`src/rtl/alu_seq.sv`:
```
// Sequential ALU with valid/ready handshakes and a registered result/flag stage.
// Optional W-cycle shift-add multiplier on sel=1001 when ALU_SEQ_MUL_EN is defined.
module alu_seq #(
  parameter int unsigned W = 8
) (
  input  logic         clk,
  input  logic         rst,
  input  logic         in_valid,
  output logic         in_ready,
  input  logic [W-1:0] x,
  input  logic [W-1:0] y,
  input  logic [3:0]   sel,
  output logic         out_valid,
  input  logic         out_ready,
  output logic [W-1:0] sum,
  output logic         carry,
  output logic         zero,
  output logic         overflow
);

  typedef enum logic [1:0] {StIdle, StBusy, StDone} state_e;

  state_e       state_q, state_d;
  logic [W-1:0] sum_q, sum_d;
  logic         carry_q, carry_d;
  logic         zero_q, zero_d;
  logic         ovf_q, ovf_d;
  logic         valid_q, valid_d;
  logic         cstore_q, cstore_d;

  logic         accept;
  logic         is_mul;
  logic [W:0]   add_r;
  logic [W-1:0] op_sum;
  logic         op_c, op_ov, op_arith;

  assign in_ready  = (state_q == StIdle) || (state_q == StDone && out_ready);
  assign accept    = in_valid && in_ready;
  assign out_valid = valid_q;
  assign sum       = sum_q;
  assign carry     = carry_q;
  assign zero      = zero_q;
  assign overflow  = ovf_q;

`ifdef ALU_SEQ_MUL_EN
  localparam int unsigned CntW = $clog2(W);

  logic [2*W-1:0] acc_q, acc_d;
  logic [2*W-1:0] mcand_q, mcand_d;
  logic [W-1:0]   mplier_q, mplier_d;
  logic [CntW-1:0] cnt_q, cnt_d;
  logic [2*W-1:0] prod;

  assign is_mul = (sel == 4'b1001);

  always_comb begin
    prod     = acc_q + (mplier_q[0] ? mcand_q : '0);
    acc_d    = acc_q;
    mcand_d  = mcand_q;
    mplier_d = mplier_q;
    cnt_d    = cnt_q;
    if (state_q == StBusy) begin
      acc_d    = prod;
      mcand_d  = mcand_q << 1;
      mplier_d = mplier_q >> 1;
      cnt_d    = cnt_q + 1'b1;
    end
    if (accept && is_mul) begin
      acc_d    = '0;
      mcand_d  = {{W{1'b0}}, x};
      mplier_d = y;
      cnt_d    = '0;
    end
  end

  always_ff @(posedge clk or posedge rst) begin
    if (rst) begin
      acc_q    <= '0;
      mcand_q  <= '0;
      mplier_q <= '0;
      cnt_q    <= '0;
    end else begin
      acc_q    <= acc_d;
      mcand_q  <= mcand_d;
      mplier_q <= mplier_d;
      cnt_q    <= cnt_d;
    end
  end
`else
  assign is_mul = 1'b0;
`endif

  // Single-cycle result, computed straight from the request so it lands one edge after acceptance.
  always_comb begin
    add_r    = '0;
    op_sum   = '0;
    op_c     = 1'b0;
    op_ov    = 1'b0;
    op_arith = 1'b0;
    case (sel)
      4'b0000: begin
        add_r    = {1'b0, x} + {1'b0, y};
        op_sum   = add_r[W-1:0];
        op_c     = add_r[W];
        op_ov    = (x[W-1] == y[W-1]) && (op_sum[W-1] != x[W-1]);
        op_arith = 1'b1;
      end
      4'b0001: begin
        add_r    = {1'b0, x} + {1'b0, ~y} + (W+1)'(1);
        op_sum   = add_r[W-1:0];
        op_c     = add_r[W];
        op_ov    = (x[W-1] != y[W-1]) && (op_sum[W-1] != x[W-1]);
        op_arith = 1'b1;
      end
      4'b1000: begin
        add_r    = {1'b0, x} + {1'b0, y} + (W+1)'(cstore_q);
        op_sum   = add_r[W-1:0];
        op_c     = add_r[W];
        op_ov    = (x[W-1] == y[W-1]) && (op_sum[W-1] != x[W-1]);
        op_arith = 1'b1;
      end
      4'b0010: op_sum = x & y;
      4'b0011: op_sum = x | y;
      4'b0100: op_sum = x ^ y;
      4'b0101: op_sum = ~x;
      4'b0110: begin
        op_sum = {x[W-2:0], 1'b0};
        op_c   = x[W-1];
      end
      4'b0111: begin
        op_sum = {1'b0, x[W-1:1]};
        op_c   = x[0];
      end
      default: ;
    endcase
  end

  always_comb begin
    state_d  = state_q;
    sum_d    = sum_q;
    carry_d  = carry_q;
    zero_d   = zero_q;
    ovf_d    = ovf_q;
    valid_d  = valid_q;
    cstore_d = cstore_q;
    case (state_q)
      StIdle, StDone: begin
        if (state_q == StDone && out_ready) begin
          state_d = StIdle;
          valid_d = 1'b0;
        end
        if (accept) begin
          if (is_mul) begin
            state_d = StBusy;
            valid_d = 1'b0;
          end else begin
            state_d = StDone;
            valid_d = 1'b1;
            sum_d   = op_sum;
            carry_d = op_c;
            zero_d  = (op_sum == '0);
            ovf_d   = op_ov;
            if (op_arith) cstore_d = op_c;
          end
        end
      end
`ifdef ALU_SEQ_MUL_EN
      StBusy: begin
        if (cnt_q == CntW'(W - 1)) begin
          state_d = StDone;
          valid_d = 1'b1;
          sum_d   = prod[W-1:0];
          carry_d = |prod[2*W-1:W];
          zero_d  = (prod[W-1:0] == '0);
          ovf_d   = 1'b0;
        end
      end
`endif
      default: state_d = StIdle;
    endcase
  end

  always_ff @(posedge clk or posedge rst) begin
    if (rst) begin
      state_q  <= StIdle;
      sum_q    <= '0;
      carry_q  <= 1'b0;
      zero_q   <= 1'b0;
      ovf_q    <= 1'b0;
      valid_q  <= 1'b0;
      cstore_q <= 1'b0;
    end else begin
      state_q  <= state_d;
      sum_q    <= sum_d;
      carry_q  <= carry_d;
      zero_q   <= zero_d;
      ovf_q    <= ovf_d;
      valid_q  <= valid_d;
      cstore_q <= cstore_d;
    end
  end

endmodule

```
`config.mk`:
```
export PLATFORM = sky130hd
export DESIGN_NAME = alu_seq
export DESIGN_NICKNAME = d
export VERILOG_FILES = /design/src/rtl/alu_seq.sv
export SDC_FILE = /design/constraint.sdc
export NUM_CORES = 1
export LEC_CHECK = 0
export BUFFER_PORTS_ARGS = -buffer_cell sky130_fd_sc_hd__buf_2
export CAP_MARGIN = 20
export CORE_MARGIN = 3
export CORE_UTILIZATION = 30
export DETAILED_ROUTE_END_ITERATION = 7
export PLACE_DENSITY_LB_ADDON = 0.15
export SLEW_MARGIN = 15
export SYNTH_ARGS = -nofsm -noshare
export SYNTH_HDL_FRONTEND = slang
export SYNTH_SLANG_ARGS = --single-unit
```
`constraint.sdc`:
```
create_clock -name clk -period 2.14 [get_ports clk]
set_input_delay 0.428 -clock clk [delete_from_list [all_inputs] [get_ports clk]]
set_output_delay 0.428 -clock clk [all_outputs]
set_load 0.01 [all_outputs]
```
==> flow_metrics.tcl <==
set metrics [dict create \
    clock_latency_ps 240 \
    hold_viol_final 0 \
    critPathMaxFanout 2 \
    numCtsBuffers 3 \
    grt_pass1_vias 2338 \
    synth_seq_cells 13 \
    path_buf_inv 3 \
    power_leakage_uw 0.00169 \
    synth_edf_count 0 \
    track_usage_pct 17.9 \
    synthAdderAreaFrac_pct 17.6 \
    finalSetupViolations 10 \
    syn_area_mm2 0.00208 \
    synth_compound_area_share_pct 21.5 \
    finalMaxSlewViolations 0 \
    maxCapViolations 0 \
    grt_busiest_layer "met2" \
    synthesis.nets 312 \
    crit_required_ps 2270 \
    r2r-start "cstore_q" \
    ant_nets 0 \
    wl_um 6810 \
    cp.depth 11 \
    power_density_mw_per_mm2 399 \
    fill_cells 629 \
    ys_seq_area_share_pct 15.7 \
    use_met2_pct 28.9 \
    clockBufferDepth 2 \
    die_area_mm2 0.00796 \
    rsz0062_at_grt "yes" \
    avgSynthCellArea_um2 7.99 \
    die_y_um 89.2 \
    drc 0 \
    violations "setup timing" \
    tns_ps -3430 \
    setup_slack_ps -722 \
    num-nets-final 442 \
    die_x_um 89.2 \
    wire_per_inst_um 14.6 \
    core_mm2 0.00653 \
    portBuffers 36 \
    crit_family "simple AND/OR/NAND/NOR gates" \
    diodes 0 \
    area_growth_pct 67.3 \
    vdd_ir_drop_max_mv 0.169 \
    fin_worst_skew_ps 2.08 \
    core.rowCount 29 \
    io_pins 37 \
    crit_arrival_ps 2990 \
    synthDominantCellAreaShare_pct 15.7 \
    synth_simple_gate_area_share_pct 19.5 \
    ys.flop_type "dfrtp_1" \
    hpwlAfterDp_um 5650 \
    grt_start_max_net_pins 16 \
    critPathKind "in2reg" \
    relSlewSlack_pct 66.8 \
    yosysTopAreaCell "dfrtp_1" \
    ys_types 53 \
    crit_path_end_kind "flip-flop" \
    synth.mux.area_fraction_pct 11.8 \
    cp_common_cell "inv_2" \
    initial_core_util_pct 31.8 \
    gr-usage-met3_pct 0.553 \
    htreeDepth 1 \
    final_layout_size_suffix_gt1_share_pct 51.9 \
    overflow 0 \
    hold_path.class "in2async" \
    r2r_cells 7 \
    clkSinkCount 13 \
    clkTransAtPathRegs_ps 50 \
    max_freq_ghz 0.349 \
    cp_slowest_cell "mux4_2" \
    gp_congestion 0.808 \
    reg2reg_slack_ps -290 \
    synth_most_common_cell "inv_1" \
    tightestPinTransition_ps 497 \
    first_iter_violations 109 \
    critPathLaunchType "input port" \
    cts_tree "yes" \
    drtPass1Iterations 4 \
    synth.area.top_cells "dfrtp_1, ha_1, inv_1" \
    status "finished, violations left" \
    syn_inst 260 \
    timing.final.crit_share_pct 134 \
    synth_top_family_by_area "compound AO/OA/AOI/OAI gates" \
    period_minus_slack_ps 2860 \
    yosysWarnings 0 \
    holdWs_ps 202 \
    synth_xor_area_share_pct 6.14 \
    dpl_worst_slack_ps -1150 \
    slowest_delay_ps 460 \
    grt_pass1_wl_um 11300 \
    crit_chain "buf_8, ha_4, inv_2, fa_2, inv_2, nand4_1, or3_4, or4_4, mux2i_1, mux4_2, a22o_1" \
    viasPerCell 4.87 \
    layout.cells.non_filler 466 \
    place_inst 461 \
    use_met1_pct 26.1 \
    netlist_top_cells_count "inv_1, ha_1, nand2_1" \
    synthArstFlopShare_pct 100 \
    clock-root-buffer "clkbuf_8" \
    antenna_found_initial 0 \
    num_vias 2269 \
    reg2reg_to "overflow" \
]
[cells in the final DEF (no fill, tap or decap), types with 3 or more instances in the layout]
cell       n
o22ai_1    7
mux2i_1   11
buf_4     93
nor3b_2    3
o211ai_1   3
o21ai_1    4
a21oi_2    3
nor2_1    15
mux4_2     3
nor2b_1    4
nand2_1   20
nand3_1    8
o21ai_0    8
nor3_1     5
a32oi_1    4
ha_1      18
buf_2     34
dfrtp_1   13
inv_1     23
nand2b_1   5
inv_2      6
or3_1      3
a21oi_1    9
xnor2_1    6
mux2_2     4
ha_4       6
clkbuf_8   3
buf_6      6
[sequential cells by signal (all words and copies together) (netlist names)]
| name | cells |
|---|---|
| sum | 8 |
| carry | 1 |
| cstore_q | 1 |
| out_valid | 1 |
| overflow | 1 |
| zero | 1 |
[where the power goes]
part	switching [µW]	internal (µW)	total [µW]	leakage [µW]
Clock	83.8	131	215	0.0000228
Combinational	414	460	874	0.00150
Sequential	16.0	282	298	0.000168
Total	514	873	1390	0.00169
[cell families after synthesis]
| family | count (synthesis) |
|---|---|
| fa+ha+maj | 28 |
| buf+inv | 42 |
| mux | 20 |
| simple gates | 80 |
| xor+xnor | 13 |
| compound gates | 64 |
| flops | 13 |
[final cells by class]
| type | count | area, µm² | share of cell area [%] |
|---|---|---|---|
| sequential | 13 | 325 | 9.36 |
| timing repair buffer | 137 | 1010 | 28.9 |
| inverter | 30 | 115 | 3.31 |
| tap | 77 | 96.3 | 2.77 |
| multi-input combinational | 205 | 1890 | 54.3 |
| clock buffer | 4 | 45.0 | 1.30 |
[layer usage]
layer / part of all wire (%) / wire, µm
met1: 48 / 3300
met2: 46 / 3130
met3: 3.9 / 264
met4: 1.7 / 119
met5: 0 / 0
[metrics by stage]
| stage | total power [µW] | instance area [µm²] | util, % |
|---|---|---|---|
| 6_report | 1390 | 3480 | 53.2 |
| 2_1_floorplan | 694 | 2130 | - |
| 4_1_cts | 1360 | 3400 | 52.0 |
| 3_3_place_gp | 1060 | 3130 | 47.9 |
| 3_5_place_dp | 1060 | 3130 | 47.9 |
| 5_1_grt | 1490 | 3480 | 53.2 |
[worst reg2reg max path, stage by stage, from the launching register on]
cell	delay (ps)
dfrtp_1	360
ha_2	200
nand4_1	120
or3_4	400
or4_4	450
mux2i_1	150
mux4_2	460
a22o_1	190
[worst max-delay path by stage]
stage,start,endpoint,slack (ps)
after CTS,x[0],overflow,-730
after global routing,x[0],overflow,-800
after global placement,y[0],overflow,-1070
after floorplan,y[0],overflow,-930
final,x[0],overflow,-720
after detailed placement,y[0],overflow,-1150
[timing repair]
| item | in CTS | in global routing |
|---|---|---|
| endpoints found under the setup margin | 11 | 11 |
| hold endpoints to repair | 0 | 0 |
| hold buffers | 0 | 0 |
| pin swaps | 23 | 15 |
| buffers inserted | 3 | 2 |
| resized for setup | 47 | 20 |
Note: power is estimated with default switching activity, not from simulation.
